`src/rtl/combine_stream_arb_if.sv`:
```
// Stream bundle around combine_stream_arb: NUM_INPUTS framed inputs
// joined into one output. slave = combiner side, master = environment.
//   i_tdata/i_tlast/i_tvalid/i_tready : per-input AXI-stream lanes
//   o_tdata/o_tlast/o_tvalid/o_tready : merged output stream
//   o_tdest                           : source index of output beat
interface combine_stream_arb_if #(
    parameter int WIDTH      = 160,
    parameter int NUM_INPUTS = 2
);
    logic [NUM_INPUTS*WIDTH-1:0] i_tdata;
    logic [NUM_INPUTS-1:0]       i_tlast;
    logic [NUM_INPUTS-1:0]       i_tvalid;
    logic [NUM_INPUTS-1:0]       i_tready;
    logic [WIDTH-1:0]            o_tdata;
    logic                        o_tlast;
    logic                        o_tvalid;
    logic                        o_tready;
    logic [1:0]                  o_tdest;

    modport slave (
        input  i_tdata,
        input  i_tlast,
        input  i_tvalid,
        output i_tready,
        output o_tdata,
        output o_tlast,
        output o_tvalid,
        output o_tdest,
        input  o_tready
    );

    modport master (
        output i_tdata,
        output i_tlast,
        output i_tvalid,
        input  i_tready,
        input  o_tdata,
        input  o_tlast,
        input  o_tvalid,
        input  o_tdest,
        output o_tready
    );
endinterface

```
`src/rtl/combine_stream_arb.sv`:
```
// Packet-level round-robin N:1 combiner for framed {tuser,tdata} streams.
// Ports: clk; reset_n (sync, active-low); clear (sync, active-high);
//   s (combine_stream_arb_if.slave): per-input lanes in, merged out,
//   o_tdest source index; pkt_count: output packets completed (wraps).
// Macro COMBINE_STREAM_OUTREG_EN: registered output via 2-entry skid
//   buffer; undefined: combinational pass-through from granted input.
module combine_stream_arb #(
    parameter int         WIDTH       = 160,
    parameter int         NUM_INPUTS  = 2,
    parameter logic [3:0] ACTIVE_MASK = 4'b0011
) (
    input  logic                clk,
    input  logic                reset_n,
    input  logic                clear,
    combine_stream_arb_if.slave s,
    output logic [31:0]         pkt_count
);
    typedef enum logic {
        IDLE,
        ACTIVE
    } state_t;

    localparam logic [1:0] LP_LAST = 2'(NUM_INPUTS - 1);

    state_t                r_state;
    state_t                w_state_nxt;
    logic [1:0]            r_grant;
    logic [1:0]            w_grant_nxt;
    logic [1:0]            r_last_grant;
    logic [1:0]            w_last_grant_nxt;
    logic [31:0]           r_pkt_count;

    logic                  w_rst;
    logic                  w_active;
    logic [3:0]            w_req;
    logic                  w_found;
    logic [1:0]            w_pick;
    logic [1:0]            w_idx;
    logic                  w_sel_valid;
    logic                  w_sel_last;
    logic [WIDTH-1:0]      w_sel_data;
    logic                  w_accept;
    logic                  w_in_hs;
    logic                  w_in_eop;
    logic                  w_out_eop;
    logic [NUM_INPUTS-1:0] w_ready;

    assign w_rst    = !reset_n || clear;
    assign w_active = (r_state == ACTIVE);
    assign w_req    = 4'(s.i_tvalid) & ACTIVE_MASK;

    // Round-robin search starting one past the last granted input.
    always_comb begin
        w_found = 1'b0;
        w_pick  = 2'd0;
        w_idx   = r_last_grant;
        for (int i = 0; i < NUM_INPUTS; i++) begin
            w_idx = (w_idx == LP_LAST) ? 2'd0 : w_idx + 2'd1;
            if (!w_found && w_req[w_idx]) begin
                w_found = 1'b1;
                w_pick  = w_idx;
            end
        end
    end

    always_comb begin
        w_sel_valid = 1'b0;
        w_sel_last  = 1'b0;
        w_sel_data  = '0;
        for (int k = 0; k < NUM_INPUTS; k++) begin
            if (r_grant == 2'(k)) begin
                w_sel_valid = s.i_tvalid[k];
                w_sel_last  = s.i_tlast[k];
                w_sel_data  = s.i_tdata[k*WIDTH +: WIDTH];
            end
        end
    end

    assign w_in_hs  = w_active && w_sel_valid && w_accept;
    assign w_in_eop = w_in_hs && w_sel_last;

    always_comb begin
        w_ready = '0;
        for (int k = 0; k < NUM_INPUTS; k++) begin
            w_ready[k] = w_active && (r_grant == 2'(k)) && w_accept;
        end
    end

    assign s.i_tready = w_ready;

`ifdef COMBINE_STREAM_OUTREG_EN
    logic [WIDTH-1:0] r_dat [2];
    logic [1:0]       r_lst;
    logic [1:0]       r_dst [2];
    logic             r_wp;
    logic             r_rp;
    logic [1:0]       r_cnt;
    logic             w_push;
    logic             w_pop;

    // Ready comes from buffer occupancy only, so no path from o_tready.
    assign w_accept = (r_cnt != 2'd2);
    assign w_push   = w_in_hs;
    assign w_pop    = (r_cnt != 2'd0) && s.o_tready;

    always_ff @(posedge clk) begin
        if (w_rst) begin
            r_dat[0] <= '0;
            r_dat[1] <= '0;
            r_lst    <= '0;
            r_dst[0] <= '0;
            r_dst[1] <= '0;
            r_wp     <= 1'b0;
            r_rp     <= 1'b0;
            r_cnt    <= 2'd0;
        end else begin
            if (w_push) begin
                r_dat[r_wp] <= w_sel_data;
                r_lst[r_wp] <= w_sel_last;
                r_dst[r_wp] <= r_grant;
                r_wp        <= ~r_wp;
            end
            if (w_pop) begin
                r_rp <= ~r_rp;
            end
            r_cnt <= r_cnt + 2'(w_push) - 2'(w_pop);
        end
    end

    assign s.o_tvalid = (r_cnt != 2'd0);
    assign s.o_tdata  = r_dat[r_rp];
    assign s.o_tlast  = r_lst[r_rp];
    assign s.o_tdest  = r_dst[r_rp];
    assign w_out_eop  = w_pop && r_lst[r_rp];
`else
    assign w_accept   = s.o_tready;
    assign s.o_tvalid = w_active && w_sel_valid;
    assign s.o_tdata  = w_active ? w_sel_data : '0;
    assign s.o_tlast  = w_active && w_sel_last;
    assign s.o_tdest  = r_grant;
    assign w_out_eop  = w_in_eop;
`endif

    always_comb begin
        w_state_nxt      = r_state;
        w_grant_nxt      = r_grant;
        w_last_grant_nxt = r_last_grant;
        unique case (r_state)
            IDLE: begin
                if (w_found) begin
                    w_state_nxt = ACTIVE;
                    w_grant_nxt = w_pick;
                end
            end
            ACTIVE: begin
                if (w_in_eop) begin
                    w_state_nxt      = IDLE;
                    w_last_grant_nxt = r_grant;
                end
            end
        endcase
    end

    always_ff @(posedge clk) begin
        if (w_rst) begin
            r_state      <= IDLE;
            r_grant      <= 2'd0;
            r_last_grant <= LP_LAST;
            r_pkt_count  <= 32'd0;
        end else begin
            r_state      <= w_state_nxt;
            r_grant      <= w_grant_nxt;
            r_last_grant <= w_last_grant_nxt;
            if (w_out_eop) begin
                r_pkt_count <= r_pkt_count + 32'd1;
            end
        end
    end

    assign pkt_count = r_pkt_count;
endmodule
```
`src/flat_wrapper.sv`:
```
// flat-port wrapper written by rule: the top's interface ports become plain ports
module combine_stream_arb_flat 
#(
    parameter int         WIDTH       = 160,
    parameter int         NUM_INPUTS  = 2,
    parameter logic [3:0] ACTIVE_MASK = 4'b0011
)
  (clk, reset_n, clear, pkt_count, s_i_tdata, s_i_tlast, s_i_tvalid, s_i_tready, s_o_tdata, s_o_tlast, s_o_tvalid, s_o_tdest, s_o_tready);
  combine_stream_arb_if #(.WIDTH(WIDTH), .NUM_INPUTS(NUM_INPUTS)) s_i ();
  input  logic clk;
  input  logic reset_n;
  input  logic clear;
  output logic [31:0] pkt_count;
  input wire logic [$bits(s_i.i_tdata)-1:0] s_i_tdata;
  input wire logic [$bits(s_i.i_tlast)-1:0] s_i_tlast;
  input wire logic [$bits(s_i.i_tvalid)-1:0] s_i_tvalid;
  output wire logic [$bits(s_i.i_tready)-1:0] s_i_tready;
  output wire logic [$bits(s_i.o_tdata)-1:0] s_o_tdata;
  output wire logic [$bits(s_i.o_tlast)-1:0] s_o_tlast;
  output wire logic [$bits(s_i.o_tvalid)-1:0] s_o_tvalid;
  output wire logic [$bits(s_i.o_tdest)-1:0] s_o_tdest;
  input wire logic [$bits(s_i.o_tready)-1:0] s_o_tready;
  assign s_i.i_tdata = s_i_tdata;
  assign s_i.i_tlast = s_i_tlast;
  assign s_i.i_tvalid = s_i_tvalid;
  assign s_i_tready = s_i.i_tready;
  assign s_o_tdata = s_i.o_tdata;
  assign s_o_tlast = s_i.o_tlast;
  assign s_o_tvalid = s_i.o_tvalid;
  assign s_o_tdest = s_i.o_tdest;
  assign s_i.o_tready = s_o_tready;
  combine_stream_arb #(.WIDTH(WIDTH), .NUM_INPUTS(NUM_INPUTS), .ACTIVE_MASK(ACTIVE_MASK)) u_core (.clk(clk), .reset_n(reset_n), .clear(clear), .s(s_i), .pkt_count(pkt_count));
endmodule
```
`config.mk`:
```
export PLATFORM = sky130hd
export DESIGN_NAME = combine_stream_arb_flat
export DESIGN_NICKNAME = d
export VERILOG_FILES = /design/src/rtl/combine_stream_arb_if.sv /design/src/rtl/combine_stream_arb.sv /design/src/flat_wrapper.sv
export SDC_FILE = /design/constraint.sdc
export NUM_CORES = 1
export LEC_CHECK = 0
export ABC_AREA = 1
export ABC_CLOCK_PERIOD_IN_PS = 3690
export BUFFER_PORTS_ARGS = -buffer_cell sky130_fd_sc_hd__clkbuf_2
export CELL_PAD_IN_SITES_DETAIL_PLACEMENT = 1
export CELL_PAD_IN_SITES_GLOBAL_PLACEMENT = 2
export CORE_AREA = 5 5 199 201
export DETAILED_ROUTE_END_ITERATION = 12
export DIE_AREA = 0 0 204 206
export PLACE_DENSITY = 0.75
export SLEW_MARGIN = 0
export SYNTH_ARGS = -nofsm -noshare
export SYNTH_HDL_FRONTEND = slang
export SYNTH_SLANG_ARGS = --single-unit
```
`constraint.sdc`:
```
create_clock -name clk -period 3.69 [get_ports clk]
set_input_delay 0.369 -clock clk [delete_from_list [all_inputs] [get_ports clk]]
set_output_delay 0.369 -clock clk [all_outputs]
set_load 0.02 [all_outputs]
```
==> results of run 1 <==
## worst min-delay path by stage
| stage | slack, ns | depth (start not counted) | to |
|---|---|---|---|
| global route | 0.48 | 2 | u_core.r_last_grant[1]$_SDFFE_PP0P_ |
| floorplan | 0.42 | 2 | u_core.r_last_grant[1]$_SDFFE_PP0P_ |
| detailed placement | 0.43 | 2 | u_core.r_last_grant[1]$_SDFFE_PP0P_ |
| finish | 0.43 | 4 | u_core.s.o_tdest[0]$_SDFFE_PP0P_ |
| CTS | 0.42 | 4 | u_core.s.o_tdest[0]$_SDFFE_PP0P_ |
| global placement | 0.43 | 2 | u_core.r_last_grant[1]$_SDFFE_PP0P_ |
## power by group
part | leakage [uW] | internal (uW) | switching, uW | total (uW)
logic | 0.00372 | 232 | 366 | 598
registers | 0.000299 | 400 | 5.93 | 406
clock network | 0.0000844 | 321 | 188 | 508
## worst reg2reg max path, delay by kind of cell (launching register included)
| kind | cells | cell delay [ns] |
|---|---|---|
| buffers and inverters | 2 | 0.31 |
| and+or+nand+nor | 8 | 1.46 |
| DFF | 1 | 0.50 |
## kinds of logic (layout without fill, tap and decap cells)
kind of cell / after synthesis / in the layout / synth area share (%)
buffers and inverters: 124 / 591 / 10.7
adders and majority gates: 1 / 1 / 0.271
AOI/OAI and AO/OA: 182 / 182 / 19.8
xor gates and xnor gates: 1 / 1 / 0.190
and+or+nand+nor: 567 / 567 / 53.0
DFF: 37 / 37 / 16.0
other: 0 / 5 / 0
## registers in the layout (all words and copies together), names as in the netlist
signal	flops
u_core.r_last_grant	2
u_core.r_state	1
u_core.s.o_tdest	2
u_core.pkt_count	32
## cells in the final DEF (no fill, tap or decap)
cell and count:
o21ai_1 1, inv_4 2, diode_2 5, nor2_2 5
bufinv_16 1, nand3_1 193, dfxtp_1 36, nor2_4 4
xnor2_1 1, a21boi_0 1, clkbuf_2 525, buf_12 2
inv_1 39, clkbuf_16 5, dfxtp_4 1, clkinv_1 1
nor2_1 73, a21oi_1 178, inv_6 1, o21ai_0 2
clkinv_4 1, buf_4 12, ha_1 1, nand4_1 16
inv_2 2, nor3_1 1, nand2_1 275
## synthesized netlist by cell type (all sizes together)
| cell type | number |
|---|---|
| xnor2 | 1 |
| nand3 | 193 |
| nand4 | 16 |
| buf | 12 |
| clkbuf | 68 |
| inv | 43 |
| a21oi | 178 |
| ha | 1 |
| dfxtp | 37 |
| clkinv | 1 |
| nand2 | 275 |
| o21ai | 3 |
| a21boi | 1 |
| nor3 | 1 |
| nor2 | 82 |
## layer usage
metal	global-route usage (%)	part of all wire, %	vias up
met5	0	0	-
met3	3.45	6.0	45
met1	19.4	37	3778
met4	6.65	4.2	0
li1	-	-	3974
met2	31.6	52	299
## final cells by class
class	count	area (sq um)	share of cell area, %
timing repair buffer	539	2760	35.0
antenna	5	12.5	0.159
multi-input combinational	751	3390	43.0
tap	511	639	8.11
sequential	37	744	9.44
inverter	44	173	2.19
clock buffer	5	125	1.59
clock inverter	3	45.0	0.571
## stage by stage
step	power [uW]	setup slack (ns)
2_1_floorplan	677	1.65
3_3_place_gp	1020	1.22
3_5_place_dp	1020	1.23
4_1_cts	1540	0.920
5_1_grt	1600	0.827
6_report	1510	0.971
==> summary.md, run 1 <==
| Metric | Value |
|---|---|
| Initial DRC Count | `slightly above 500` |
| Die area | `roughly 42000 sq um` |
| Starting density of the core | `between 10% and 20%` |
| Post-Syn Area | `4620 sq um` |
| Setup TNS | `0 ns` |
| CP Max Fanout | `about 90` |
| Worst hold slack | `around 0.43 ns` |
| Min Tclk post-route | `~2.7 ns` |
| Number of max-cap violations | `0` |
| Post-Place Cells | `1882` |
| Post-synthesis sequential area ratio | `around 16%` |
| R2r worst-path depth | `10` |
| Post-DR vias/cell | `approximately 4.3` |
| Cts repair resizes | `0` |
| CTS Sinks | `37` |
| Die Width | `204 microns` |
| Setup crit start kind | `flop` |
| Worst path cell trace | `inv_4 > buf_12 > nand3_1 > a21oi_1 > clkbuf_2` |
| Number of remaining DRC errors | `0` |
| Worst path depth | `5` |
| GRT Resource Usage Total | `between 10% and 20%` |
| Worst setup startpoint | `u_core.s.o_tdest[1]$_SDFFE_PP0P_` |
| Top cell type by total area after synthesis | `nand2_1` |
| H-Tree Level Count | `2` |
| Max-slew violations | `0` |
| Largest net degree at the start of global routing | `slightly above 90` |
| Reg-to-reg critical path endpoint | `u_core.pkt_count[22]$_SDFFE_PP0P_` |
| Peak Freq | `between 300 and 400 MHz` |
| Leak | `just over 0.004 uW` |
| Max Buffers Root-to-Sink | `2` |
| R2r startpoint | `u_core.s.o_tdest[0]$_SDFFE_PP0P_` |
| Grt ovf | `0` |
| Filler instances | `4963` |
| Vias | `a little over 8000` |
| Setup CP Type | `reg -> out` |
| Critical Path End | `s_o_tdata[91]` |
| Hold buffer count at CTS | `0` |
| Final setup fails | `0` |
| Core area | `37400 sq um` |
| CP endpoint kind | `output port` |
| Top cell type's share of synthesized area | `between 20 and 25%` |
| Hold Vio Cnt, Final | `0` |
| Worst EP arrival | `roughly 2.4 ns` |
| Post-layout util | `21.1%` |
| Slowest stage delay, CP | `0.40 ns` |
| Fin crit share | `between 70% and 80%` |
| Unrepaired setup endpoints after global routing | `no` |
| Synth area leaders | `nand2_1 (22%), nand3_1 (21%), a21oi_1 (19%)` |
| DR pass1 iterations | `4` |
| Syn avg cell area | `5.07 sq um` |
| Initial antenna violation count | `5` |
| Die H | `approximately 200 microns` |
| Worst Path Required | `between 3 and 4 ns` |
| Buffers on Ports | `around 530` |
| Worst R2R Setup Slack | `around 1.4 ns` |
| DR WL/cell | `20.7 microns` |
| Setup Buffers After CTS | `0` |
| Final Non-Filler Cells | `approximately 1900` |
| Dpl cell area | `between 7000 and 8000 sq um` |
| Post-Syn Instances | `between 900 and 1000` |
| Antenna-violating nets left | `0` |
| Peak VDD IR | `roughly 0.12 mV` |
| Dpl hpwl | `between 30000 and 40000 microns` |
| Nets@finish | `roughly 1700` |
| Share of layout cells above drive strength 1 | `approximately 41%` |
| CTS tree | `done` |
| Syn-to-layout area delta | `70.7%` |
| Buf/Inv on CP | `3` |
| Unique masters post-synth | `22` |
| Final wirelength | `between 30000 and 40000 microns` |
| Worst Hold Class | `in -> reg` |
| # IOs | `between 500 and 600` |
| TritonCTS buffer count | `5` |
| Synth warn | `0` |
| Pwr/cell area | `192 nW/um^2` |
| Slowest CP cell | `dfxtp_1` |
| Top delay family on crit path | `buffers and inverters` |
| Status | `completed` |
| Root buf cell | `clkbuf_16` |
| Placer Congestion | `just over 0.9` |
| First-pass GRT wire length | `between 50000 and 60000 microns` |
| Synth Net Count | `around 1200` |
| Worst hold start | `s_i_tvalid[0]` |
| Tightest Pin Transition | `0.654 ns` |
| FF+latch count, synth | `37` |
| Design Area, Final | `a little under 8000 sq um` |
| Clk slew on worst S/H paths | `around 0.060 ns` |
| Worst Skew | `about 0.0084 ns` |
| Rows | `71` |
| Rel. slew slack | `a little under three fifths` |
| Worst skew pair latency | `0.29 ns` |
| Vias in the first global route | `8337` |
(Power assumes the default switching activity.)
==> run 2, diff against run 1 <==
--- a/config.mk
+++ b/config.mk
@@ -5,15 +5,15 @@
 export SDC_FILE = /design/constraint.sdc
 export NUM_CORES = 1
 export LEC_CHECK = 0
-export ABC_AREA = 1
-export ABC_CLOCK_PERIOD_IN_PS = 3690
+export ABC_AREA = 0
+export ABC_CLOCK_PERIOD_IN_PS = 2600
 export BUFFER_PORTS_ARGS = -buffer_cell sky130_fd_sc_hd__clkbuf_2
 export CELL_PAD_IN_SITES_DETAIL_PLACEMENT = 1
 export CELL_PAD_IN_SITES_GLOBAL_PLACEMENT = 2
-export CORE_AREA = 5 5 199 201
+export CORE_AREA = 5 5 204 206
 export DETAILED_ROUTE_END_ITERATION = 12
-export DIE_AREA = 0 0 204 206
-export PLACE_DENSITY = 0.75
+export DIE_AREA = 0 0 209 211
+export PLACE_DENSITY = 0.63
 export SLEW_MARGIN = 0
 export SYNTH_ARGS = -nofsm -noshare
 export SYNTH_HDL_FRONTEND = slang
==> constraint.sdc (replaced) <==
create_clock -name clk -period 2.6 [get_ports clk]
set_input_delay 0.26 -clock clk [delete_from_list [all_inputs] [get_ports clk]]
set_output_delay 0.26 -clock clk [all_outputs]
set_load 0.02 [all_outputs]
==> run 2 against run 1 <==
Compared with the run above:
- clock skew shrank 0.0067 ns
- critical path depth grew 1
- critical path type unchanged
- die area grew 4.9%
- critical endpoint is now s_o_tdata[88]
- largest cell class unchanged
- area after synthesis shrank 6.8%
- highest routed layer is now met5
==> summary.md, run 2 <==
| Metric | Value |
|---|---|
| Status | `completed (unchanged)` |
| Antenna-violating nets left | `0 (unchanged)` |
| FF+latch count, synth | `37 (unchanged)` |
| Hold buffer count at CTS | `0 (unchanged)` |
| GRT Resource Usage Total | `15.2% (was 17.1%)` |
| CTS tree | `done (unchanged)` |
| Leak | `0.00370 uW (was 0.00410 uW)` |
| Psw | `818 uW (was 560 uW)` |
| Vias | `6442 (was 8096)` |
| Sw Ratio | `37.1% (was 37.0%)` |
| Worst EP arrival | `2.24 ns (was 2.35 ns)` |
| Unique masters post-synth | `43 (was 22)` |
| Post-Syn Instances | `584 (was 912)` |
| Top Metal Used | `met5 (was met4)` |
| CP endpoint kind | `output port (unchanged)` |
| Worst setup margin | `0.102 ns (was 0.971 ns)` |
| Synth warn | `0 (unchanged)` |
| Fin crit share | `96.1%` |
| Rel. slew slack | `54.7% (was 56.3%)` |
| Final wirelength | `35800 microns (was 39300 microns)` |
| Commonest non-fill, non-tap cell in the layout | `clkbuf_2 (unchanged)` |
| Worst Hold Class | `in -> reg (unchanged)` |
| Clock share of power | `29.9% (was 33.6%)` |
| CTS Sinks | `37 (unchanged)` |
| Peak VDD IR | `0.208 mV (was 0.116 mV)` |
| Nets@finish | `1436 (was 1707)` |
| Hold Vio Cnt, Final | `0 (unchanged)` |
| Peak Freq | `about 400 MHz` |
| Rows | `73 (was 71)` |
| Synth area leaders | `mux2i_1 (39%), dfxtp_1 (17%), nor2_1 (15%) (was nand2_1 (22%), nand3_1 (21%), a21oi_1 (19%))` |
| Setup TNS | `0 ns (unchanged)` |
| Tightest Pin Transition | `0.660 ns (was 0.654 ns)` |
| Die area | `44100 sq um (was 42000 sq um)` |
| DR WL/cell | `21.9 microns (was 20.7 microns)` |
| # IOs | `526 (unchanged)` |
| Placer Congestion | `0.859 (was 0.908)` |
| Setup CP Type | `reg -> out (unchanged)` |
| Met3 routed WL | `3120 microns (was 2370 microns)` |
| DRT met1 WL | `16200 microns (was 14700 microns)` |
| Met2 wire length | `16200 microns (was 20600 microns)` |
| Share of layout cells above drive strength 1 | `52.3% (was 40.7%)` |
| Worst skew pair latency | `0.28 ns (was 0.29 ns)` |
| Post-synthesis sequential area ratio | `17.2% (was 16.0%)` |
| Worst Path Required | `2.34 ns (was 3.32 ns)` |
| Dpl hpwl | `32400 microns (was 33000 microns)` |
| Worst Skew | `0.00173 ns (was 0.00843 ns)` |
| Core area | `39500 sq um (was 37400 sq um)` |
| Grt ovf | `0 (unchanged)` |
| Sequential Power Share | `25.9% (was 26.8%)` |
| Number of max-cap violations | `0 (unchanged)` |
| Post-DR vias/cell | `3.93 (was 4.27)` |
| Internal | `1390 uW (was 953 uW)` |
| Logic pwr share | `44.2% (was 39.6%)` |
| Number of remaining DRC errors | `0 (unchanged)` |
| Most common library cells after synthesis | `nor2_1 (170), mux2i_1 (168), dfxtp_1 (37) (was nand2_1 (275), nand3_1 (193), a21oi_1 (178))` |
| Most common cell in the synthesized netlist | `nor2_1 (was nand2_1)` |
| H-Tree Level Count | `2 (unchanged)` |
| Total Power | `2210 uW (was 1510 uW)` |
| Number of synthesized flops with an enable pin | `0 (unchanged)` |
| DR pass1 iterations | `4 (unchanged)` |
| Max Buffers Root-to-Sink | `2 (unchanged)` |
| Max reg flops | `32 (unchanged)` |
| Starting density of the core | `10.9% (was 12.4%)` |
| Max-slew violations | `0 (unchanged)` |
| Setup Buffers After CTS | `0 (unchanged)` |
| First-pass GRT wire length | `49600 microns (was 54900 microns)` |
| Setup crit start kind | `flop (unchanged)` |
| Synth Net Count | `913 (was 1241)` |
| Pwr/cell area | `278 nW/um^2 (was 192 nW/um^2)` |
| Vias in the first global route | `6745 (was 8337)` |
| Root buf cell | `clkbuf_16 (unchanged)` |
| Unrepaired setup endpoints after global routing | `no (unchanged)` |
| Initial antenna violation count | `11 (was 5)` |
| Synth Flop Type | `dfxtp_1 (unchanged)` |
| Die H | `211 microns (was 206 microns)` |
| TritonCTS buffer count | `5 (unchanged)` |
| Ys async rst share | `0% (unchanged)` |
| Syn avg cell area | `7.37 sq um (was 5.07 sq um)` |
| Die Width | `209 microns (was 204 microns)` |
| CP Max Fanout | `54 (was 91)` |
| Clk slew on worst S/H paths | `0.06 ns (about the same)` |
| Most frequent cells in the layout | `clkbuf_2 (525), nor2_1 (170), mux2i_1 (167) (was clkbuf_2 (525), nand2_1 (275), nand3_1 (193))` |
| Top cell type's share of synthesized area | `39.0% (was 22.3%)` |
| Dpl cell area | `7740 sq um (was 7700 sq um)` |
| Min Tclk post-route | `around 2.5 ns` |
| Final setup fails | `0 (unchanged)` |
| Initial DRC Count | `270 (was 505)` |
| Largest net degree at the start of global routing | `64 (was 92)` |
| Post-Syn Area | `4310 sq um (was 4620 sq um)` |
| Design Area, Final | `7920 sq um (was 7890 sq um)` |
| Pre-CTS setup slack | `0.370 ns (was 1.23 ns)` |
| Syn-to-layout area delta | `83.9% (was 70.7%)` |
| Top cell type by total area after synthesis | `mux2i_1 (was nand2_1)` |
| Buffers on Ports | `525 (unchanged)` |
-- run 2: cell types whose count changed in the layout (fill, tap and decap cells not counted), sizes merged, moves of 9 or more --
cell	before	now
mux2i	0	168
inv	44	5
or4	0	13
o31ai	0	13
a21oi	178	22
buf	14	41
nand2b	0	9
nand2	275	15
nand3	193	13
nor2	82	170
-- run 2: what timing repair did --
| item | in CTS | in global routing |
|---|---|---|
| endpoints found under the setup margin | 0 | 1 |
| hold endpoints to repair | 0 | 0 |
| resized for setup | 0 | 1 |
-- run 2: power by group through the flow --
stage | clock, uW | combinational (uW) | sequential, uW
2_1_floorplan | 0 | 405 | 583
3_3_place_gp | 0 | 983 | 584
3_5_place_dp | 0 | 991 | 584
4_1_cts | 674 | 993 | 571
5_1_grt | 694 | 1060 | 572
6_report | 660 | 974 | 571
-- run 2: worst max-delay path, cell delays in order, from the launching register on --
cell	delay [ns]
dfxtp_4	0.39
buf_12	0.30
buf_4	0.28
mux2i_1	0.44
buf_4	0.23
nor2_1	0.05
clkbuf_2	0.17
-- run 2: path summary, 6_finish.rpt --
kind | from | endpoint | slack, ns | cells past startpoint
max | u_core.s.o_tdest[0]$_SDFFE_PP0P_ | s_o_tdata[88] | 0.10 | 6
min | s_i_tvalid[1] | u_core.s.o_tdest[0]$_SDFFE_PP0P_ | 0.30 | 3
max reg2reg | u_core.pkt_count[3]$_SDFFE_PP0P_ | u_core.pkt_count[29]$_SDFFE_PP0P_ | 0.56 | 4
min reg2reg | u_core.r_last_grant[1]$_SDFFE_PP0P_ | u_core.r_last_grant[1]$_SDFFE_PP0P_ | 0.45 | 2
-- run 2: metrics by stage --
step | cells | util [%] | hold slack [ns]
finish | 1639 | 20.1 | 0.304
global route | 1638 | 20.1 | 0.317
CTS | 1633 | 20.0 | 0.305
detailed placement | 1625 | 19.6 | 0.440
global placement | 1625 | 19.6 | 0.424
floorplan | 584 | - | 0.410
-- run 2: area by class of cell --
type                       count  area [sq um]
fill                        4971         31500
multi-input combinational    492          3330
timing repair buffer         566          3000
sequential                    37           744
tap                          525           657
clock buffer                   7           153
inverter                       5          18.8
antenna                        6          15.0
clock inverter                 1          5.00
-- run 2: per-layer routing --
| layer | GRT usage (%) | vias up |
|---|---|---|
| met3 | 4.34 | 16 |
| met4 | 2.09 | 4 |
| met2 | 23.7 | 284 |
| met5 | 0 | - |
| li1 | - | 3121 |
| met1 | 21.4 | 3017 |
-- run 2: cell families (layout without fill, tap and decap cells) --
kind of cell             after synthesis  in the layout  synth area share, %
AND/OR/NAND/NOR                      260            260                 27.6
multiplexers                         168            168                 39.0
buffers and inverters                 55            579                 5.75
other                                  0              6                    0
flip-flops                            37             37                 17.2
AO/OA/AOI/OAI                         59             59                 9.33
adder cells (fa/ha/maj)                1              1                0.290
XOR/XNOR                               4              4                0.814
